[config.mk]
export PLATFORM = sky130hd
export DESIGN_NAME = zynq_btn_debounce
export DESIGN_NICKNAME = d
export VERILOG_FILES = /design/src/rtl/zynq_btn_pkg.sv /design/src/rtl/zynq_btn_debounce_ch.sv /design/src/rtl/zynq_btn_debounce.sv
export SDC_FILE = /design/constraint.sdc
export NUM_CORES = 1
export LEC_CHECK = 0
export CAP_MARGIN = 30
export CORE_MARGIN = 2
export CORE_UTILIZATION = 40
export CTS_BUF_LIST = sky130_fd_sc_hd__clkbuf_4 sky130_fd_sc_hd__clkbuf_8 sky130_fd_sc_hd__clkbuf_16
export CTS_CLUSTER_DIAMETER = 50
export DETAILED_ROUTE_END_ITERATION = 6
export HOLD_SLACK_MARGIN = 0.02
export PLACE_DENSITY = 0.59
export RECOVER_POWER = 100
export SLEW_MARGIN = 20
export SYNTH_ARGS = -nofsm -noshare
export SYNTH_HDL_FRONTEND = slang
export SYNTH_SLANG_ARGS = --single-unit
[constraint.sdc]
create_clock -name clk -period 5.7 [get_ports clk]
set_input_delay 1.425 -clock clk [delete_from_list [all_inputs] [get_ports clk]]
set_output_delay 1.425 -clock clk [all_outputs]
set_load 0.01 [all_outputs]
[src/rtl/zynq_btn_pkg.sv]
// -----------------------------------------------------------------------------
// zynq_btn_pkg
// Shared constants for the push-button debouncer: default channel count, the
// core clock frequency and the 10 ms debounce window derived from it, plus a
// helper that sizes the per-channel stability counter.
// -----------------------------------------------------------------------------
package zynq_btn_pkg;

  localparam int CORE_CLK_HZ         = 25_000_000;
  localparam int N_BTN_DEF           = 4;
  // 10 ms at the core clock.
  localparam int DEBOUNCE_CYCLES_DEF = CORE_CLK_HZ / 100;

  // The counter only ever holds 0..cycles-1, so $clog2(cycles) bits suffice;
  // never return zero so a 2-cycle window still gets a real register.
  function automatic int cnt_width(input int cycles);
    return (cycles > 2) ? $clog2(cycles) : 1;
  endfunction

endpackage

[src/rtl/zynq_btn_debounce_ch.sv]
// -----------------------------------------------------------------------------
// zynq_btn_debounce_ch
// One push-button channel: 2-flop synchronizer, stability counter, debounced
// level and registered one-cycle rise/fall pulses.
//
// Ports
//   clk      in   sole clock, rising edge
//   rst      in   asynchronous active-high reset
//   raw_i    in   asynchronous pad level
//   state_o  out  debounced level
//   rise_o   out  one-cycle pulse, the cycle after state_o goes 0->1
//   fall_o   out  one-cycle pulse, the cycle after state_o goes 1->0
// -----------------------------------------------------------------------------
module zynq_btn_debounce_ch
  import zynq_btn_pkg::*;
#(
  parameter int   DEBOUNCE_CYCLES = DEBOUNCE_CYCLES_DEF,
  parameter logic RST_BIT         = 1'b0
) (
  input  logic clk,
  input  logic rst,
  input  logic raw_i,
  output logic state_o,
  output logic rise_o,
  output logic fall_o
);

  localparam int            CW       = cnt_width(DEBOUNCE_CYCLES);
  localparam logic [CW-1:0] CNT_LAST = CW'(DEBOUNCE_CYCLES - 1);

  logic          sync1_q, sync2_q;
  logic          state_q, state_d;
  logic          state_prv_q;
  logic          rise_q, fall_q;
  logic [CW-1:0] cnt_q, cnt_d;

  // The counter runs only while the synchronized level disagrees with the
  // accepted state; any agreement (a glitch ending) drops it back to zero.
  // On the last count the new level is accepted and the counter restarts
  // from zero instead of wrapping.
  always_comb begin
    // NOTE: every signal written here gets a default first so no path can
    // leave it unassigned and infer a latch.
    cnt_d   = '0;
    state_d = state_q;
    if (sync2_q != state_q) begin
      if (cnt_q == CNT_LAST) begin
        state_d = sync2_q;
      end else begin
        cnt_d = cnt_q + CW'(1);
      end
    end
  end

  // NOTE: reset is asynchronous and asserted on the sensitivity list; every
  // flop, synchronizer included, gets a defined value so release is clean.
  always_ff @(posedge clk or posedge rst) begin
    if (rst) begin
      sync1_q     <= RST_BIT;
      sync2_q     <= RST_BIT;
      state_q     <= RST_BIT;
      state_prv_q <= RST_BIT;
      cnt_q       <= '0;
      rise_q      <= 1'b0;
      fall_q      <= 1'b0;
    end else begin
      // NOTE: non-blocking assignments so every flop samples pre-edge values;
      // the synchronizer chain depends on this.
      sync1_q     <= raw_i;
      sync2_q     <= sync1_q;
      cnt_q       <= cnt_d;
      state_q     <= state_d;
      // state_prv_q lags state_q by one cycle, so the pulses below land in
      // the cycle after the debounced level changes.
      state_prv_q <= state_q;
      rise_q      <= state_q & ~state_prv_q;
      fall_q      <= ~state_q & state_prv_q;
    end
  end

  assign state_o = state_q;
  assign rise_o  = rise_q;
  assign fall_o  = fall_q;

endmodule

[src/rtl/zynq_btn_debounce.sv]
// -----------------------------------------------------------------------------
// zynq_btn_debounce
// N_BTN independent push-button debouncers with sticky press-event flags and a
// registered interrupt request.
//
// Ports
//   clk          in   sole clock, rising edge
//   rst          in   asynchronous active-high reset
//   btn_raw      in   [N_BTN] asynchronous pad levels
//   btn_state    out  [N_BTN] debounced levels
//   btn_rise     out  [N_BTN] one-cycle pulse per accepted 0->1 transition
//   btn_fall     out  [N_BTN] one-cycle pulse per accepted 1->0 transition
//   evt_clr      in   [N_BTN] per-channel clear of pending press events
//   irq_en       in   [N_BTN] per-channel interrupt enable
//   evt_pending  out  [N_BTN] sticky press-event flags
//   irq          out  registered OR of (evt_pending & irq_en)
// -----------------------------------------------------------------------------
module zynq_btn_debounce
  import zynq_btn_pkg::*;
#(
  parameter int               N_BTN           = N_BTN_DEF,
  parameter int               DEBOUNCE_CYCLES = DEBOUNCE_CYCLES_DEF,
  parameter logic [N_BTN-1:0] RST_VAL         = '0
) (
  input  logic             clk,
  input  logic             rst,
  input  logic [N_BTN-1:0] btn_raw,
  output logic [N_BTN-1:0] btn_state,
  output logic [N_BTN-1:0] btn_rise,
  output logic [N_BTN-1:0] btn_fall,
  input  logic [N_BTN-1:0] evt_clr,
  input  logic [N_BTN-1:0] irq_en,
  output logic [N_BTN-1:0] evt_pending,
  output logic             irq
);

  logic [N_BTN-1:0] pending_q, pending_d;
  logic             irq_q;

  for (genvar i = 0; i < N_BTN; i++) begin : g_ch
    zynq_btn_debounce_ch #(
      .DEBOUNCE_CYCLES (DEBOUNCE_CYCLES),
      .RST_BIT         (RST_VAL[i])
    ) u_ch (
      .clk     (clk),
      .rst     (rst),
      .raw_i   (btn_raw[i]),
      .state_o (btn_state[i]),
      .rise_o  (btn_rise[i]),
      .fall_o  (btn_fall[i])
    );
  end

  // A press arriving in the same cycle as its clear must not be lost, so the
  // set term is OR-ed in after the clear is applied.
  always_comb begin
    pending_d = (pending_q & ~evt_clr) | btn_rise;
  end

  always_ff @(posedge clk or posedge rst) begin
    if (rst) begin
      pending_q <= '0;
      irq_q     <= 1'b0;
    end else begin
      pending_q <= pending_d;
      irq_q     <= |(pending_q & irq_en);
    end
  end

  assign evt_pending = pending_q;
  assign irq         = irq_q;

endmodule
### Yosys cells after proc, flatten, opt, wreduce, memory -nomap -nowiden

Cells that the tools add are included.

| operators by class | value |
|---|---|
| mux-type cells | 8 |
| reductions and logical operators | 5 |
| equal/unequal tests | 8 |
| add/subtract/negate cells | 4 |
| bitwise logic cells | 20 |

Operators with widths:

| operator | count |
|---|---|
| 18-bit two-way mux | 8 |
| 18-bit by 1-bit adder with 18-bit output, second input constant | 4 |
| 18-bit equality test, second input constant | 4 |
| 1-bit AND | 8 |
| 4-bit AND | 2 |
| 1-bit inverter | 8 |
| 2-bit AND reduction | 4 |
| 1-bit inequality test | 4 |
| 4-bit inverter | 1 |
| 4-bit bitwise OR | 1 |
| 4-bit OR reduction | 1 |

| word-level totals | value |
|---|---|
| register bits | 101 |
| output and inout bits | 17 |
| logic and storage cells | 75 |
| input bits | 14 |

### Logic depth before layout (Yosys ltp)

| logic depth | value |
|---|---|
| word-level depth | 3 |
| gate-level depth with buffers | 6 |
| gate-level depth less buffers | 5 |

### By module

Synthesis repeated with hierarchy kept, for this count alone.

| second synthesis, totals | value |
|---|---|
| cells, all modules | 417 |
| area, all modules | 4593.2 µm² |

By module, submodules not included:

| module | seq. area each (µm²) | area an instance (µm²) | instances | cells an instance |
|---|---|---|---|---|
| zynq_btn_debounce_ch | 600.6 | 1099.8 | 4 | 100 |
| zynq_btn_debounce | 125.1 | 193.9 | 1 | 17 |

### Worst setup path before layout

No wires, ideal clock.

| timing | value |
|---|---|
| path type | register to register |
| start | register g_ch[2].u_ch.cnt_q[13] |
| end | register g_ch[2].u_ch.state_q |
| setup time | 125 ps |
| cell stages (with the launch flop) | 5 |
| buffers on the path | 0 |
| required time | 5575 ps |
| path slack | 3696 ps |
| period minus slack after synthesis | 2004 ps |
| arrival time | 1880 ps |
| cells stage by stage | dfrtp_1 > or4b_1 > or4_4 > nor2_1 > mux2_2 |

| on the way | value |
|---|---|
| cells in the longest elaborated chain, start to end | 2 |

Ends and longest elaborated chain:

| what | line | source |
|---|---|---|
| from (decl) | zynq_btn_debounce_ch.sv:35 | `logic [CW-1:0] cnt_q, cnt_d;` |
| from (signal assigned) | zynq_btn_debounce_ch.sv:71 | `cnt_q <= cnt_d;` |
| 18-bit equality test | zynq_btn_debounce_ch.sv:47 | `if (cnt_q == CNT_LAST) begin` |
| 2-bit AND reduction (no source line) | -- |  |
| to (signal assigned) | zynq_btn_debounce_ch.sv:72 | `state_q <= state_d;` |
| to (decl) | zynq_btn_debounce_ch.sv:32 | `logic state_q, state_d;` |

No other way between the ends.
A chain may end at the register's enable or synchronous reset.

==> flow_metrics.env <==
export IMPL_detail_route_first_pass_iterations=4
export IMPL_place_hpwl_um=5559
export IMPL_grt_pass1_vias=3085
export IMPL_timing_worst_slew_pin_value_ps=2738
export IMPL_die_width_um=111.6
export IMPL_detailroute_via_count=3154
export IMPL_timing_final_crit_share_pct=62.91
export IMPL_grt_util_all_layers_pct=14.28
export IMPL_die_h_um=111.6
export IMPL_grt_remaining_overflow=0
export IMPL_clock_sinks=101
export IMPL_violations="capacitance limit, slew limit"
export IMPL_final_setup_tns_ps=0
export IMPL_run_status="finished, violations left"
export IMPL_timing_reg2reg_setup_slack_ps=2200
export IMPL_grt_pass1_wl_um=14370
export IMPL_worstSkewPairLatency_ps=340
export IMPL_antenna_found_initial=0
export IMPL_timing_final_setup_violations=0
export IMPL_synth_seq_area_share_pct=54.58
export IMPL_synthToLayoutAreaGrowth_pct=13.54
export IMPL_port_buffers=30
export IMPL_final_routed_wirelength_across_all_metal_layers_um=8146
export IMPL_final_max_slew_violation_count=57
export IMPL_cp_data_arrival_time_ps=3840
export IMPL_htree_levels=3
export IMPL_synth_seq_cells=101
export IMPL_worst_path_max_fanout=61
export IMPL_power_density_cell_area_nw_per_um2=258.5
export IMPL_grt_start_max_net_pins=78
export IMPL_max_cap_viol_count=3
export IMPL_hold_critical_path_endpoint="g_ch[1].u_ch.sync2_q$_DFF_PP0_"
export IMPL_max_slew_margin_pct=-84.93
export IMPL_finalClockSkew_ps=7.002
export IMPL_ff_to_ff_path_depth=4
export IMPL_synth_largest_area_cell="sky130_fd_sc_hd__dfrtp_1"
export IMPL_cts_max_path_buffers=2
export IMPL_placeableCoreArea_um2=11370
export IMPL_timing_setup_critical_path_class="in2async"
export IMPL_drt_initial_drc_count=180
export IMPL_mappedNetlistArea_um2=4631
export IMPL_syn_area_cell_um2=10.45
export IMPL_reg2reg_from="g_ch[0].u_ch.cnt_q[10]$_DFF_PP0_"
export IMPL_final_hold_viol_count=0
export IMPL_design_die_area_um2=12450
export IMPL_postCtsHoldBufs=0
export IMPL_via_cell_ratio=5.128
export IMPL_postSynthNetCount=461
export IMPL_totalPowerFinal_uw=1359
export IMPL_yosys_warnings=0
export IMPL_insertedDiodeCount=0
export IMPL_fin_crit_ps=3586
export IMPL_synth_cells=443
export IMPL_peakVddDrop_uv=273.4
export IMPL_share_of_post_route_cells_with_drive_strength_above_1_pct=4.873
export IMPL_tritoncts="yes"
export IMPL_num_nets_final=485
export IMPL_timing_hold_ws_ps=350.3
export IMPL_ios=31
export IMPL_holdPathStages=0
export IMPL_holdCritPathClass="reg2reg"
export IMPL_power_static_leakage_uw=0.002248
export IMPL_initial_core_util_pct=40.73
export IMPL_gp_congestion=0.7989
export IMPL_cts_resized=0
export IMPL_synth_area_leaders="sky130_fd_sc_hd__dfrtp_1 55%, sky130_fd_sc_hd__xnor2_1 6.6%, sky130_fd_sc_hd__nor2_1 6.1%"
export IMPL_detail_route_antenna_nets=0
export IMPL_timing_critical_path_required_ps=5950
export IMPL_remaining_drc_errors=0
export IMPL_crit_path_end_kind="async pin"
export IMPL_rsz_0062_raised_after_global_routing="no"
export IMPL_synth_top_area_share_pct=54.58
export IMPL_placementRows=39
export IMPL_clock_root_buffer="sky130_fd_sc_hd__clkbuf_16"
export IMPL_clock_buffer_count_from_cts=9
export IMPL_path_clk_slew_ps=70
export IMPL_crit_reg2reg_capture="g_ch[0].u_ch.cnt_q[5]$_DFF_PP0_"
export IMPL_worst_setup_path_start_kind="input pin"
export IMPL_cts_setup_buffers=0
export IMPL_clock_fmax_ghz=0.2789
export IMPL_hp_start="g_ch[1].u_ch.sync1_q$_DFF_PP0_"
export IMPL_post_drt_wl_per_cell_um=13.25
export IMPL_synth_cell_types=36
## registers in the layout, indices dropped and copies added, names as in the netlist
name	flops
g_ch.u_ch.sync1_q	4
g_ch.u_ch.cnt_q	72
evt_pending	4
irq	1
g_ch.u_ch.rise_o	4
g_ch.u_ch.state_prv_q	4
g_ch.u_ch.fall_o	4
g_ch.u_ch.state_o	4
g_ch.u_ch.sync2_q	4
## cells in the mapped netlist (all sizes together)
cell type    n
a22oi        2
nand2       21
a21oi       10
nand4       25
nor4bb       2
or3          7
and2         1
buf         15
or4b         3
and3         3
o41ai        1
o31ai        4
mux2         4
or4         10
clkbuf       5
or2          1
nor3         6
dfrtp      101
nand3       23
nor2b        8
o21ai        9
xor2        23
inv         16
nor2        75
nand2b       2
xnor2       35
nor4        16
a21o         4
ha           4
and4         7
## cells by family after synthesis
group / synth area share, %
adders and majority gates: 1.081
AOI/OAI and AO/OA: 4.512
xor gates and xnor gates: 10.97
muxes: 0.9726
DFF: 54.58
buffers and inverters: 4.269
and+or+nand+nor: 23.62
## power by group
group	switching (µW)	internal, µW	total [µW]
sequential	9.05	726	735
clock	258	320	578
combinational	29.3	16.3	45.6
total	297	1060	1360
## metal layers
layer	share of wire, %	global-route usage, %	vias up
met5	0	0	-
met4	2.3	7.407	0
met3	3.9	3.647	11
met2	44	20.98	51
met1	50	19.62	1522
li1	-	-	1570
## placed cells by master (no fill, tap or decap), types with 6 or more instances in the layout
cell type	netlist	layout
sky130_fd_sc_hd__or3_1	7	7
sky130_fd_sc_hd__nand3_1	23	23
sky130_fd_sc_hd__nor2b_1	8	8
sky130_fd_sc_hd__dfrtp_1	101	101
sky130_fd_sc_hd__clkbuf_16	0	9
sky130_fd_sc_hd__nor3_1	6	6
sky130_fd_sc_hd__nor4_1	16	16
sky130_fd_sc_hd__nand4_1	25	25
sky130_fd_sc_hd__and4_1	7	7
sky130_fd_sc_hd__nor2_1	75	75
sky130_fd_sc_hd__a21oi_1	10	10
sky130_fd_sc_hd__or4_1	8	10
sky130_fd_sc_hd__xnor2_1	35	35
sky130_fd_sc_hd__xor2_1	23	23
sky130_fd_sc_hd__dlygate4sd3_1	0	27
sky130_fd_sc_hd__inv_1	16	15
sky130_fd_sc_hd__nand2_1	21	21
sky130_fd_sc_hd__o21ai_0	6	9
## how the worst max path moves through the flow
| stage | end | startpoint | cells past startpoint |
|---|---|---|---|
| finish | g_ch[2].u_ch.cnt_q[16]$_DFF_PP0_ | rst | 4 |
| floorplan | evt_pending[0]$_DFF_PP0_ | rst | 1 |
| detailed placement | g_ch[2].u_ch.cnt_q[9]$_DFF_PP0_ | rst | 3 |
| global placement | g_ch[2].u_ch.cnt_q[14]$_DFF_PP0_ | rst | 3 |
| CTS | btn_state[3] | g_ch[3].u_ch.state_o$_DFFE_PP0P_ | 1 |
| global route | g_ch[2].u_ch.state_prv_q$_DFF_PP0_ | rst | 4 |
## through the flow
stage	std cells	instance area, µm²	util, %	setup WS [ps]
after detailed placement	598	5001	43.99	2720
after global placement	598	5001	43.99	2733
final	615	5258	46.24	2114
after CTS	614	5288	46.51	2893
after floorplan	443	4631	-	1628
after global routing	615	5258	46.24	1678
## final cells by class
cell class / instances / area, µm²
clock buffer: 12 / 254.0
clock inverter: 4 / 32.53
fill: 1127 / 6112
inverter: 16 / 61.31
multi-input combinational: 306 / 1868
sequential: 101 / 2527
tap: 143 / 178.9
timing repair buffer: 33 / 335.3
## critical path: stages
cell and delay [ps]:
sky130_fd_sc_hd__dlygate4sd3_1 540, sky130_fd_sc_hd__clkinvlp_2 510, sky130_fd_sc_hd__buf_16 340, sky130_fd_sc_hd__clkbuf_1 990
Note: power is estimated with default switching activity, not from simulation.
